--- src/rtl/fetch_sequencer_pkg.sv ---
// Shared phase codes and fetch FSM state type for the multicycle CPU front end.
// Control decodes the same phase codes to gate MemWrite (MEM) and RegWrite (WB).
package fetch_sequencer_pkg;

  localparam logic [1:0] PHASE_FETCH = 2'b01;
  localparam logic [1:0] PHASE_EXEC  = 2'b10;
  localparam logic [1:0] PHASE_MEM   = 2'b11;
  localparam logic [1:0] PHASE_WB    = 2'b00;
  // HALTED aliases EXEC so control never raises a write strobe while stopped.
  localparam logic [1:0] PHASE_HALT  = 2'b10;

  typedef enum logic [2:0] {
    ST_FETCH,
    ST_EXEC,
    ST_MEM,
    ST_WB,
    ST_HALTED
  } state_e;

  function automatic logic [1:0] phase_of(input state_e s);
    logic [1:0] p;
    case (s)
      ST_FETCH:  p = PHASE_FETCH;
      ST_EXEC:   p = PHASE_EXEC;
      ST_MEM:    p = PHASE_MEM;
      ST_WB:     p = PHASE_WB;
      ST_HALTED: p = PHASE_HALT;
      default:   p = PHASE_FETCH;
    endcase
    return p;
  endfunction

endpackage

--- src/rtl/pc_next_sel.sv ---
// Next-PC priority mux evaluated on the WB edge: jr, then j/jal, then taken branch, else pc+4.
// Purely combinational; all arithmetic wraps modulo 2^PC_WIDTH.
module pc_next_sel #(
  parameter int PC_WIDTH = 32
) (
  input  logic [PC_WIDTH-1:0] pc_plus4,
  input  logic [31:0]         instr,
  input  logic [PC_WIDTH-1:0] rs_value,
  input  logic                branch,
  input  logic                branch_taken,
  input  logic                jump,
  input  logic                pcrs,
  output logic [PC_WIDTH-1:0] next_pc
);

  logic [PC_WIDTH-1:0] jump_target;
  logic [PC_WIDTH-1:0] branch_offset;
  logic [PC_WIDTH-1:0] branch_target;
  logic                unused_opcode;

  // Opcode is decoded upstream by control; only the immediate fields matter here.
  assign unused_opcode = ^instr[31:26];

  assign jump_target   = {pc_plus4[PC_WIDTH-1:28], instr[25:0], 2'b00};
  assign branch_offset = {{(PC_WIDTH-18){instr[15]}}, instr[15:0], 2'b00};
  assign branch_target = pc_plus4 + branch_offset;

  always_comb begin
    next_pc = pc_plus4;
    if (pcrs) begin
      next_pc = rs_value;
    end else if (jump) begin
      next_pc = jump_target;
    end else if (branch && branch_taken) begin
      next_pc = branch_target;
    end
  end

endmodule

--- src/rtl/fetch_sequencer.sv ---
// PC, instruction register and phase sequencer: FETCH stalls until imem_ready, then EXEC, MEM, WB.
// Minimum 4 cycles per instruction; halt at WB parks the block in HALTED until reset.
module fetch_sequencer
  import fetch_sequencer_pkg::*;
#(
  parameter logic [31:0] RESET_PC = 32'h0000_0000,
  parameter int          PC_WIDTH = 32
) (
  input  logic                clock,
  input  logic                reset,
  output logic                imem_req,
  output logic [PC_WIDTH-1:0] imem_addr,
  input  logic                imem_ready,
  input  logic [31:0]         imem_data,
  input  logic                branch,
  input  logic                branch_taken,
  input  logic                jump,
  input  logic                pcrs,
  input  logic [PC_WIDTH-1:0] rs_value,
  input  logic                halt,
  output logic [31:0]         instr,
  output logic [5:0]          op,
  output logic [1:0]          clock_counter,
  output logic [PC_WIDTH-1:0] pc,
  output logic [PC_WIDTH-1:0] pc_plus4
);

  state_e              state_q, state_d;
  logic [PC_WIDTH-1:0] pc_q, pc_d;
  logic [31:0]         instr_q, instr_d;
  logic [PC_WIDTH-1:0] next_pc;

  always_ff @(posedge clock or posedge reset) begin
    if (reset) begin
      state_q <= ST_FETCH;
      pc_q    <= RESET_PC[PC_WIDTH-1:0];
      instr_q <= 32'h0;
    end else begin
      state_q <= state_d;
      pc_q    <= pc_d;
      instr_q <= instr_d;
    end
  end

  pc_next_sel #(
    .PC_WIDTH(PC_WIDTH)
  ) u_pc_next_sel (
    .pc_plus4    (pc_plus4),
    .instr       (instr_q),
    .rs_value    (rs_value),
    .branch      (branch),
    .branch_taken(branch_taken),
    .jump        (jump),
    .pcrs        (pcrs),
    .next_pc     (next_pc)
  );

  always_comb begin
    state_d = state_q;
    pc_d    = pc_q;
    instr_d = instr_q;
    case (state_q)
      ST_FETCH: begin
        if (imem_ready) begin
          instr_d = imem_data;
          state_d = ST_EXEC;
        end
      end
      ST_EXEC: state_d = ST_MEM;
      ST_MEM:  state_d = ST_WB;
      ST_WB: begin
        pc_d    = next_pc;
        state_d = halt ? ST_HALTED : ST_FETCH;
      end
      ST_HALTED: state_d = ST_HALTED;
      default:   state_d = ST_FETCH;
    endcase
  end

  // The register already sits in FETCH during reset, so the request is masked explicitly.
  assign imem_req      = (state_q == ST_FETCH) && !reset;
  assign imem_addr     = pc_q;
  assign pc            = pc_q;
  assign pc_plus4      = pc_q + {{(PC_WIDTH-3){1'b0}}, 3'd4};
  assign instr         = instr_q;
  assign op            = instr_q[31:26];
  assign clock_counter = phase_of(state_q);

endmodule

--- config.mk ---
export PLATFORM = sky130hd
export DESIGN_NAME = fetch_sequencer
export DESIGN_NICKNAME = d
export VERILOG_FILES = /design/src/rtl/fetch_sequencer_pkg.sv /design/src/rtl/pc_next_sel.sv /design/src/rtl/fetch_sequencer.sv
export SDC_FILE = /design/constraint.sdc
export NUM_CORES = 1
export LEC_CHECK = 0
export ABC_CLOCK_PERIOD_IN_PS = 4200
export CORE_UTILIZATION = 46
export DETAILED_ROUTE_END_ITERATION = 16
export PLACE_DENSITY = 0.81
export RECOVER_POWER = 50
export REMOVE_ABC_BUFFERS = 1
export SYNTH_ARGS = -nofsm -noshare
export SYNTH_HDL_FRONTEND = slang
export SYNTH_SLANG_ARGS = --single-unit
--- constraint.sdc ---
create_clock -name clock -period 4.2 [get_ports clock]
set_clock_uncertainty 0.1 [all_clocks]
set_input_delay 0.84 -clock clock [delete_from_list [all_inputs] [get_ports clock]]
set_output_delay 0.84 -clock clock [all_outputs]
set_load 0.02 [all_outputs]
==> results.py, run 1 <==
metrics = {
    "critical_path": {
        "critPathSlowestCell": "clkdlybuf4s50_1",
        "cp.arrival_ns": 3.13,
        "cpMostUsedCell": "buf_4",
        "cp_num_cells": 9,
        "cp_top_family": "buffers and inverters",
        "slowest_delay_ns": 0.68,
        "path_cells": "nand4_2 > nor4_4 > buf_4 > nand2_1 > nor2_1 > buf_4 > nand4_1 > xnor2_1 > clkdlybuf4s50_1",
        "path_buf_inv": 3,
        "cp.required_ns": 3.26,
        "cp-start-kind": "flip-flop",
        "cp_max_fo": 8,
        "reg2reg_depth": 14,
        "critPathCaptureType": "output port",
        "r2r_slack_ns": 0.24,
        "criticalPathCategory": "reg2out",
    },
    "clocking": {
        "clockBufferDepth": 2,
        "cts_buffers": 9,
        "cts_tree": "done",
        "numClockSinks": 67,
        "cts_hold_buf": 0,
        "clk_latency_ns": 0.35,
        "htree_levels": 3,
        "clkTransAtPathRegs_ns": 0.06,
        "root_buffer": "clkbuf_16",
    },
    "global_route": {
        "grt_pass1_wl_um": 30000,
        "antenna_found_initial": 0,
        "grt_use_met2": 0.506,
        "grt_pass1_vias": 5828,
        "grt_util_met3": 0.0637,
        "grt_max_degree": 68,
        "grt-ovfl-total": 0,
        "busiest_layer": "met2",
        "gr-usage-all-layers": 0.303,
        "use_met1": 0.380,
    },
    "cells_and_area": {
        "utilization": 0.669,
        "stdcell_count": 1016,
        "layout-drive-gt1-share": 0.0979,
        "antenna_cells": 0,
        "fin_nets": 953,
        "area_growth_pct": 41.5,
    },
    "floorplanning": {
        "row_count": 40,
        "fp.dieW_um": 113,
        "dieHeight_um": 113,
        "io_pins": 209,
        "core_area_um2": 12100,
        "dieArea_um2": 12800,
        "start_util": 0.473,
    },
    "hold_path": {
        "holdPathStages": 1,
        "min_path_type": "reg2reg",
    },
    "detailed_routing": {
        "firstDrtPassIters": 5,
        "via_count": 5864,
        "route.detailed.wl_per_inst_um": 18.7,
        "wl_um": 19000,
        "drt_iter0_drc": 397,
        "drc": 0,
        "via_per_inst": 5.77,
        "ant_nets": 0,
    },
    "synthesis": {
        "syn-mean-instance-area_um2": 8.54,
        "synth-seq-area-share": 0.294,
        "synthDistinctLibCells": 68,
        "synth_edf_count": 0,
        "ys_ff_latch": 67,
        "synth.area.top_cells": "dfrtp_1, ha_1, mux2_2, buf_4, xnor2_1",
        "syn_area_um2": 5700,
        "yosys.area.top_type_share": 0.294,
        "synthArstFlopShare": 1.00,
        "synthFlopType": "dfrtp_1",
        "yosys_warnings": 0,
        "synth.largest_area_cell": "dfrtp_1",
        "syn_inst": 668,
    },
    "sta": {
        "slew_headroom": -0.164,
        "fmax_mhz": 246,
        "tightest_slew_ns": 1.75,
        "drv_slew": 68,
        "setup_viol": 0,
        "layout_min_cycle_time_ns": 4.07,
        "fin_crit_sh": 0.970,
        "final-hold-violation-count": 0,
        "timing.final.ws_setup_ns": 0.128,
        "hold_slack_ns": 0.421,
    },
    "status": {
        "outcome": "finished, violations left",
        "violations": "capacitance limit, slew limit",
    },
    "job": {
        "maxCapViolations": 1,
    },
    "power": {
        "peakVddDrop_mv": 0.655,
        "p_leak_nw": 3.40,
        "power_density_nw_per_um2": 1000,
        "finalPower_mw": 8.09,
    },
    "place": {
        "hpwl_um": 14300,
        "gp_congestion": 0.888,
        "dp_cells": 998,
        "dp_slack_ns": 0.0839,
        "io_buffers": 208,
    },
}
## cells in the mapped netlist (4+ instances only)
cell type	number
dfrtp_1	67
nand2_1	64
a21oi_1	52
nor2_1	48
o21ai_0	41
buf_4	40
ha_1	36
xnor2_1	32
mux2_2	30
clkbuf_1	23
nand3_1	20
xor2_1	19
nor3_1	18
inv_1	16
a21o_1	15
o22ai_1	13
nand4_1	12
and3_1	11
o211ai_1	11
a211oi_1	9
a31oi_1	8
o21bai_1	6
and2_1	5
o21a_1	5
a22o_1	4
o31ai_1	4
## worst register-to-register path: cells and delay by family, from the launching register on
family | cells | cell delay [ns]
AOI/OAI and AO/OA | 4 | 0.73
xor gates and xnor gates | 2 | 0.29
adders and majority gates | 1 | 0.41
DFF | 1 | 0.50
and+or+nand+nor | 7 | 1.80
## repair_timing
item	CTS	global route
resized for setup	0	4
hold endpoints to repair	0	0
setup endpoints to repair	0	3
setup buffers	0	3
## per-stage QoR
step | cell area [um^2] | setup TNS (ns)
after floorplan | 5280 | -22.63
after global placement | 7750 | 0
after detailed placement | 7750 | 0
after CTS | 8050 | 0
after global routing | 8070 | -0.0241
final | 8070 | 0
## state kept, by name, summed over array words and instances, names as in the netlist
name and count:
imem_addr 32, instr 32, state_q 3
## path summary, 6_finish.rpt
path | startpoint | end
worst max-delay path | imem_addr[7] | pc_plus4[29]
worst min-delay path | instr[31] | instr[31]
worst max register to register | imem_addr[7] | imem_addr[31]
worst min register to register | instr[31] | instr[31]
max in group asynchronous | reset | instr[16]
min in group asynchronous | reset | state_q[2]
## cells in the final DEF (no fill, tap or decap), types with 4 or more instances in the layout
cell type        instances
clkdlybuf4s50_1        176
dfrtp_1                 67
nand2_1                 63
a21oi_1                 52
nor2_1                  48
o21ai_0                 41
ha_1                    36
xnor2_1                 31
dlygate4sd3_1           31
mux2_2                  30
buf_4                   22
nand3_1                 20
xor2_1                  19
nor3_1                  18
inv_1                   15
a21o_1                  15
o22ai_1                 13
nand4_1                 12
and3_1                  11
o211ai_1                11
a211oi_1                 9
clkbuf_16                9
a31oi_1                  8
o21bai_1                 6
o21a_1                   5
clkbuf_1                 5
and2_1                   4
o31ai_1                  4
a22o_1                   4
## area by class of cell
class,count,area [um^2]
well taps,168,210
fillers,992,3990
inverters,16,60.1
flip-flops and latches,67,1680
clock buffers,13,260
multi-input cells,516,3560
clock inverters,2,35.0
repair buffers,234,2270
## per-layer routing
layer  up-vias  wire (um)
met5         -          0
met4         0        452
met3        32       1450
met2       281       8980
met1      2790       8120
li1       2761          -
## power breakdown
group          switching, mW  internal, mW  leakage [nW]
Sequential             0.480         0.973         0.806
Clock                  0.287         0.488         0.146
Combinational           3.19          2.68          2.45
Total                   3.96          4.14          3.40
## cell families (layout without fill, tap and decap cells)
family / Yosys count / after routing / synth area share
AND/OR/NAND/NOR: 200 / 200 / 0.169
AO/OA/AOI/OAI: 196 / 196 / 0.226
buffers and inverters: 85 / 265 / 0.0844
flip-flops: 67 / 67 / 0.294
XOR/XNOR: 52 / 52 / 0.0831
adder cells (fa/ha/maj): 37 / 37 / 0.0825
multiplexers: 31 / 31 / 0.0610
Note: power is estimated with default switching activity, not from simulation.
==> run 2: changes to the inputs <==
--- a/config.mk
+++ b/config.mk
@@ -7,6 +7,8 @@
 export LEC_CHECK = 0
+export ABC_AREA = 1
 export ABC_CLOCK_PERIOD_IN_PS = 4200
-export CORE_UTILIZATION = 46
+export CAP_MARGIN = 25
+export CORE_UTILIZATION = 48
 export DETAILED_ROUTE_END_ITERATION = 16
-export PLACE_DENSITY = 0.81
+export PLACE_DENSITY = 0.82
 export RECOVER_POWER = 50
==> constraint.sdc (replaced) <==
create_clock -name clock -period 4.2 [get_ports clock]
set_clock_uncertainty 0.1 [all_clocks]
set_input_delay 1.26 -clock clock [delete_from_list [all_inputs] [get_ports clock]]
set_output_delay 1.26 -clock clock [all_outputs]
set_load 0.02 [all_outputs]
==> run 2 against run 1 <==
The flow still finishes with violations (capacitance limit, slew limit); critical path depth increased by 1; register-to-register slack gained 0.38 ns; combinational power shrank 91%; first-iteration DRC count grew 24%; worst hold slack gained 0.0044 ns; global-route usage grew 2.1 points; utilization shrank 0.19 points; design area rose by 9.5%; wire length rose by 17%; sequential share of layout area is 1.8 points lower; maximum frequency increased by 1.1%; via count up 22%.
==> results.py, run 2 <==
metrics = {
    "critical_path": {
        "critPathCaptureType": "output port",
        "slowest_delay_ns": 0.63,
        "cp.required_ns": 2.84,
        "cp_max_fo": 5,
        "reg2reg_depth": 21,
        "path_cells": "ha_1 > nand2_1 > nor2_1 > nand2_1 > nor2_1 > nand2_1 > nand2_1 > nand2_1 > inv_1 > clkdlybuf4s50_1",
        "criticalPathCategory": "reg2out",
        "cp-start-kind": "flip-flop",
        "critPathSlowestCell": "clkdlybuf4s50_1",
        "cp.arrival_ns": 2.67,
        "cpMostUsedCell": "nand2_1",
    },
    "power": {
        "p_leak_nw": 4.54,
        "power_density_nw_per_um2": 227,
        "peakVddDrop_mv": 0.323,
    },
    "clocking": {
        "clk_latency_ns": 0.35,
        "post-cts-setup-buffers": 0,
        "numClockSinks": 67,
        "cts_buffers": 9,
        "htree_levels": 3,
        "clockBufferDepth": 2,
        "cts_hold_buf": 0,
        "clkTransAtPathRegs_ns": 0.06,
        "root_buffer": "clkbuf_16",
        "cts_tree": "done",
    },
    "global_route": {
        "grt_pass1_wl_um": 35300,
        "grt-ovfl-total": 0,
        "gr-usage-all-layers": 0.324,
        "antenna_found_initial": 0,
        "grt_max_degree": 68,
        "grt_pass1_vias": 6937,
    },
    "detailed_routing": {
        "firstDrtPassIters": 5,
        "via_count": 7157,
        "route.met2.wl_um": 10500,
        "met3WireLength_um": 1710,
        "wl_um": 22200,
        "drc": 0,
        "wl_met1_um": 9400,
        "via_per_inst": 5.40,
        "drt_iter0_drc": 491,
        "top_layer": "met4",
        "ant_nets": 0,
        "route.detailed.wl_per_inst_um": 16.8,
    },
    "floorplanning": {
        "dieHeight_um": 119,
        "fp.dieW_um": 119,
        "core_area_um2": 13200,
        "dieArea_um2": 14100,
        "row_count": 42,
        "start_util": 0.492,
        "io_pins": 209,
    },
    "place": {
        "hpwl_um": 17400,
        "dp_slack_ns": 0.274,
        "dp_cells": 1310,
        "io_buffers": 208,
        "gp_congestion": 0.922,
    },
    "synthesis": {
        "syn_area_um2": 6520,
        "synth.most_common_cell": "nand2_1",
        "synth_edf_count": 0,
        "synth.largest_area_cell": "dfrtp_1",
        "synth_common_cells": "nand2_1, inv_1, nor2_1",
        "synthFlopType": "dfrtp_1",
        "synthDistinctLibCells": 48,
        "synth-seq-area-share": 0.257,
        "syn_inst": 974,
        "yosys_warnings": 0,
        "syn-mean-instance-area_um2": 6.69,
        "synthArstFlopShare": 1.00,
        "synth.area.top_cells": "dfrtp_1, nand2_1, inv_1, ha_1, nor2_1",
        "yosys.area.top_type_share": 0.257,
        "ys_ff_latch": 67,
    },
    "sta": {
        "rsz0062_at_grt": "false",
        "tightest_slew_ns": 1.79,
        "final-hold-violation-count": 0,
        "setup_viol": 0,
        "layout_min_cycle_time_ns": 4.03,
        "drv_slew": 107,
        "fmax_mhz": 248,
        "hold_slack_ns": 0.425,
        "setup_tns_ns": 0,
        "timing.final.ws_setup_ns": 0.174,
        "slew_headroom": -0.190,
        "fin_crit_sh": 0.959,
    },
    "status": {
        "violations": "capacitance limit, slew limit",
        "outcome": "finished, violations left",
    },
    "cells_and_area": {
        "area_growth_pct": 35.5,
        "layout-drive-gt1-share": 0.0826,
        "final_cell_mix": "nand2_1, clkdlybuf4s50_1, inv_1",
        "fill_cells": 1177,
        "stdcell_count": 1326,
        "antenna_cells": 0,
        "fin_nets": 1254,
        "final_common_cell": "nand2_1",
    },
    "hold_path": {
        "holdPathStages": 1,
        "min_path_type": "reg2reg",
    },
    "job": {
        "maxCapViolations": 2,
    },
}
==> run 2: report_power, final <==
part	internal [mW]	switching, mW	leakage [nW]	total (mW)
logic	0.209	0.301	3.62	0.510
clock network	0.524	0.321	0.156	0.845
registers	0.649	0.00538	0.756	0.654
==> run 2: per-layer routing <==
metal  vias up  track usage
met1      3326        0.409
met4         0        0.123
met3        43       0.0652
met5         -            0
met2       321        0.543
li1       3467            -
==> run 2: kinds of logic (layout without fill, tap and decap cells) <==
group,after synthesis,in the layout,share of synthesized area
AO/OA/AOI/OAI,136,136,0.130
multiplexers,26,26,0.0449
buffers and inverters,185,361,0.136
XOR/XNOR,22,22,0.0307
flip-flops,67,67,0.257
AND/OR/NAND/NOR,501,501,0.329
adder cells (fa/ha/maj),37,37,0.0722
==> run 2: layout make-up <==
| cell class | instances | area (um^2) | area share |
|---|---|---|---|
| well taps | 176 | 220 | 0.0249 |
| clock inverters | 7 | 98.8 | 0.0112 |
| repair buffers | 222 | 2190 | 0.248 |
| flip-flops and latches | 67 | 1680 | 0.190 |
| clock buffers | 9 | 225 | 0.0255 |
| inverters | 123 | 462 | 0.0523 |
| multi-input cells | 722 | 3960 | 0.448 |
==> run 2: path summary, 6_finish.rpt <==
check                                 to         start  slack [ns]
min                            instr[16]     instr[16]        0.42
min in group asynchronous     state_q[2]         reset        1.92
max in group asynchronous      instr[30]         reset        1.03
max reg2reg                imem_addr[23]  imem_addr[3]        0.62
max                         pc_plus4[14]  imem_addr[3]        0.17
min reg2reg                    instr[16]     instr[16]        0.42
==> run 2: what timing repair did <==
action | in CTS | in global routing
endpoints found under the setup margin | 0 | 3
resized for setup | 0 | 3
endpoints found under the hold margin | 0 | 0
==> run 2: through the flow <==
step                total power, mW   util  area (um^2)
finish                         2.01  0.667         8830
global route                   2.10  0.667         8830
CTS                            2.02  0.669         8860
detailed placement             1.17  0.644         8530
global placement               1.16  0.644         8530
floorplan                     0.950      -         6090
==> run 2: critical path: cells and delay by family, from the launching register on <==
kind                       cells  cell delay, ns
and+or+nand+nor                7            0.90
buffers and inverters          2            0.72
DFF                            1            0.43
adders and majority gates      1            0.26
==> run 3: changes to the inputs <==
CORE_MARGIN = 3   (was default)
==> run 3 against run 2 <==
The flow still finishes with violations (capacitance limit, slew limit); maximum frequency shrank 0.80%; non-clock buffer count is the same; clock power shrank 17%; final cell count shrank 0.38%; first-iteration DRC count grew 31%; register-to-register slack lost 0.09 ns; die area grew 6.9%; clock-buffer cell count grew 2; critical endpoint is now pc_plus4[20]; largest power group unchanged.
==> results.py, run 3 (same netlist as run 2, synthesis figures left out) <==
metrics = {
    "global_route": {
        "grt-ovfl-total": 0,
        "gr-usage-all-layers": 0.301,
        "antenna_found_initial": 0,
        "grt_max_degree": 68,
        "grt_pass1_wl_um": 35200,
        "grt_pass1_vias": 7020,
    },
    "place": {
        "io_buffers": 208,
        "gp_congestion": 0.952,
        "hpwl_um": 17500,
        "dp_slack_ns": 0.339,
    },
    "critical_path": {
        "r2r_slack_ns": 0.53,
        "startpoint": "imem_addr[12]",
        "cp.arrival_ns": 2.70,
        "critPathSlowestCell": "clkdlybuf4s50_1",
        "slowest_delay_ns": 0.68,
        "rr_startpoint": "imem_addr[3]",
        "path_cells": "nand2_1 > nor2_1 > nand4_1 > nor4_1 > nand2_1 > nand2_1 > nand2_1 > inv_1 > clkdlybuf4s50_1",
        "critPathCaptureType": "output port",
        "cpMostUsedCell": "nand2_1",
        "criticalPathCategory": "reg2out",
        "cp_max_fo": 7,
        "reg2reg_depth": 24,
        "cp.required_ns": 2.84,
        "path_buf_inv": 2,
        "r2r-end": "imem_addr[23]",
        "cp_top_family": "simple AND/OR/NAND/NOR gates",
        "cp-start-kind": "flip-flop",
    },
    "detailed_routing": {
        "via_per_inst": 5.40,
        "wl_um": 22400,
        "firstDrtPassIters": 6,
        "ant_nets": 0,
        "drt_iter0_drc": 645,
        "drc": 0,
        "route.detailed.wl_per_inst_um": 17.0,
        "via_count": 7135,
    },
    "sta": {
        "fin_crit_sh": 0.966,
        "tightest_slew_ns": 2.07,
        "final-hold-violation-count": 0,
        "fmax_mhz": 246,
        "timing.final.ws_setup_ns": 0.141,
        "rsz0062_at_grt": "true",
        "drv_slew": 107,
        "layout_min_cycle_time_ns": 4.06,
        "slew_headroom": -0.380,
        "setup_tns_ns": 0,
        "setup_viol": 0,
    },
    "floorplanning": {
        "io_pins": 209,
        "start_util": 0.504,
        "dieHeight_um": 123,
        "fp.dieW_um": 123,
        "dieArea_um2": 15000,
        "row_count": 41,
        "core_area_um2": 12900,
    },
    "hold_path": {
        "hold-path-endpoint": "instr[31]",
        "min_path_type": "reg2reg",
        "hp-start": "instr[31]",
        "holdPathStages": 1,
    },
    "power": {
        "netSwitchingFraction": 0.320,
        "p_sw_mw": 0.599,
        "pwr-share-seq": 0.350,
        "power_density_nw_per_um2": 213,
        "power.clock.fraction": 0.377,
        "p_leak_nw": 4.53,
        "intPower_mw": 1.27,
        "peakVddDrop_mv": 0.251,
        "comb_power_share": 0.273,
    },
    "cells_and_area": {
        "layout-drive-gt1-share": 0.0836,
        "multi_input_area_um2": 3970,
        "final_common_cell": "nand2_1",
        "area_growth_pct": 34.6,
        "fin_nets": 1254,
        "antenna_cells": 0,
        "final_cell_mix": "nand2_1, clkdlybuf4s50_1, inv_1",
        "fill_cells": 1143,
        "seq_area_um2": 1680,
    },
    "status": {
        "outcome": "finished, violations left",
        "violations": "capacitance limit, slew limit",
    },
    "clocking": {
        "cts_buffers": 9,
        "numClockSinks": 67,
        "clkTransAtPathRegs_ns": 0.06,
        "post-cts-setup-buffers": 0,
        "htree_levels": 3,
        "clockBufferDepth": 2,
        "root_buffer": "clkbuf_16",
        "cts_tree": "done",
        "clk_latency_ns": 0.34,
    },
    "job": {
        "maxCapViolations": 2,
    },
}
-- run 3: cell count changes in the layout (fill, tap and decap cells not counted), sizes merged --
cell / before / now
dlymetal6s2s: 3 / 2
dlygate4sd3: 33 / 34
clkinv: 3 / 5
bufinv: 2 / 0
inv: 124 / 122
buf: 10 / 12
clkinvlp: 1 / 0
-- run 3: worst max path at each step --
stage,to,cells after the start
floorplan,imem_addr[16],16
global placement,imem_req,3
detailed placement,imem_req,3
CTS,pc_plus4[12],7
global route,pc_plus4[20],9
finish,pc_plus4[20],9
-- run 3: metrics by stage --
step	instances	cell area (um^2)	util	power (mW)	hold slack (ns)
2_1_floorplan	912	6090	-	0.950	0.387
3_3_place_gp	1306	8510	0.658	1.16	0.412
3_5_place_dp	1306	8510	0.658	1.17	0.420
4_1_cts	1321	8780	0.679	1.87	0.432
5_1_grt	1321	8780	0.679	1.95	0.449
6_report	1321	8780	0.679	1.87	0.415
-- run 3: repair_timing --
item / 4_1_cts / 5_1_grt
endpoints found under the setup margin: 0 / 3
hold buffers: 0 / 0
gates resized for setup: 0 / 3
-- run 3: power by group through the flow --
stage / Sequential (mW) / Combinational, mW / Clock [mW]
final: 0.654 / 0.510 / 0.705
after global routing: 0.654 / 0.555 / 0.737
after CTS: 0.654 / 0.506 / 0.707
after detailed placement: 0.665 / 0.501 / 0
after global placement: 0.665 / 0.494 / 0
after floorplan: 0.673 / 0.278 / 0
-- run 3: final cells by class --
cell class | count | share of cell area
Clock buffer | 11 | 0.0277
Clock inverter | 4 | 0.00314
Inverter | 123 | 0.0526
Multi-Input combinational cell | 722 | 0.452
Sequential cell | 67 | 0.191
Tap cell | 172 | 0.0245
Timing Repair Buffer | 222 | 0.249
-- run 3: routing by layer --
layer / vias to the layer above / part of all wire / global-route usage
li1: 3461 / - / -
met3: 42 / 0.091 / 0.0645
met4: 0 / 0.023 / 0.0924
met5: - / 0 / 0
met1: 3305 / 0.41 / 0.378
met2: 327 / 0.48 / 0.518
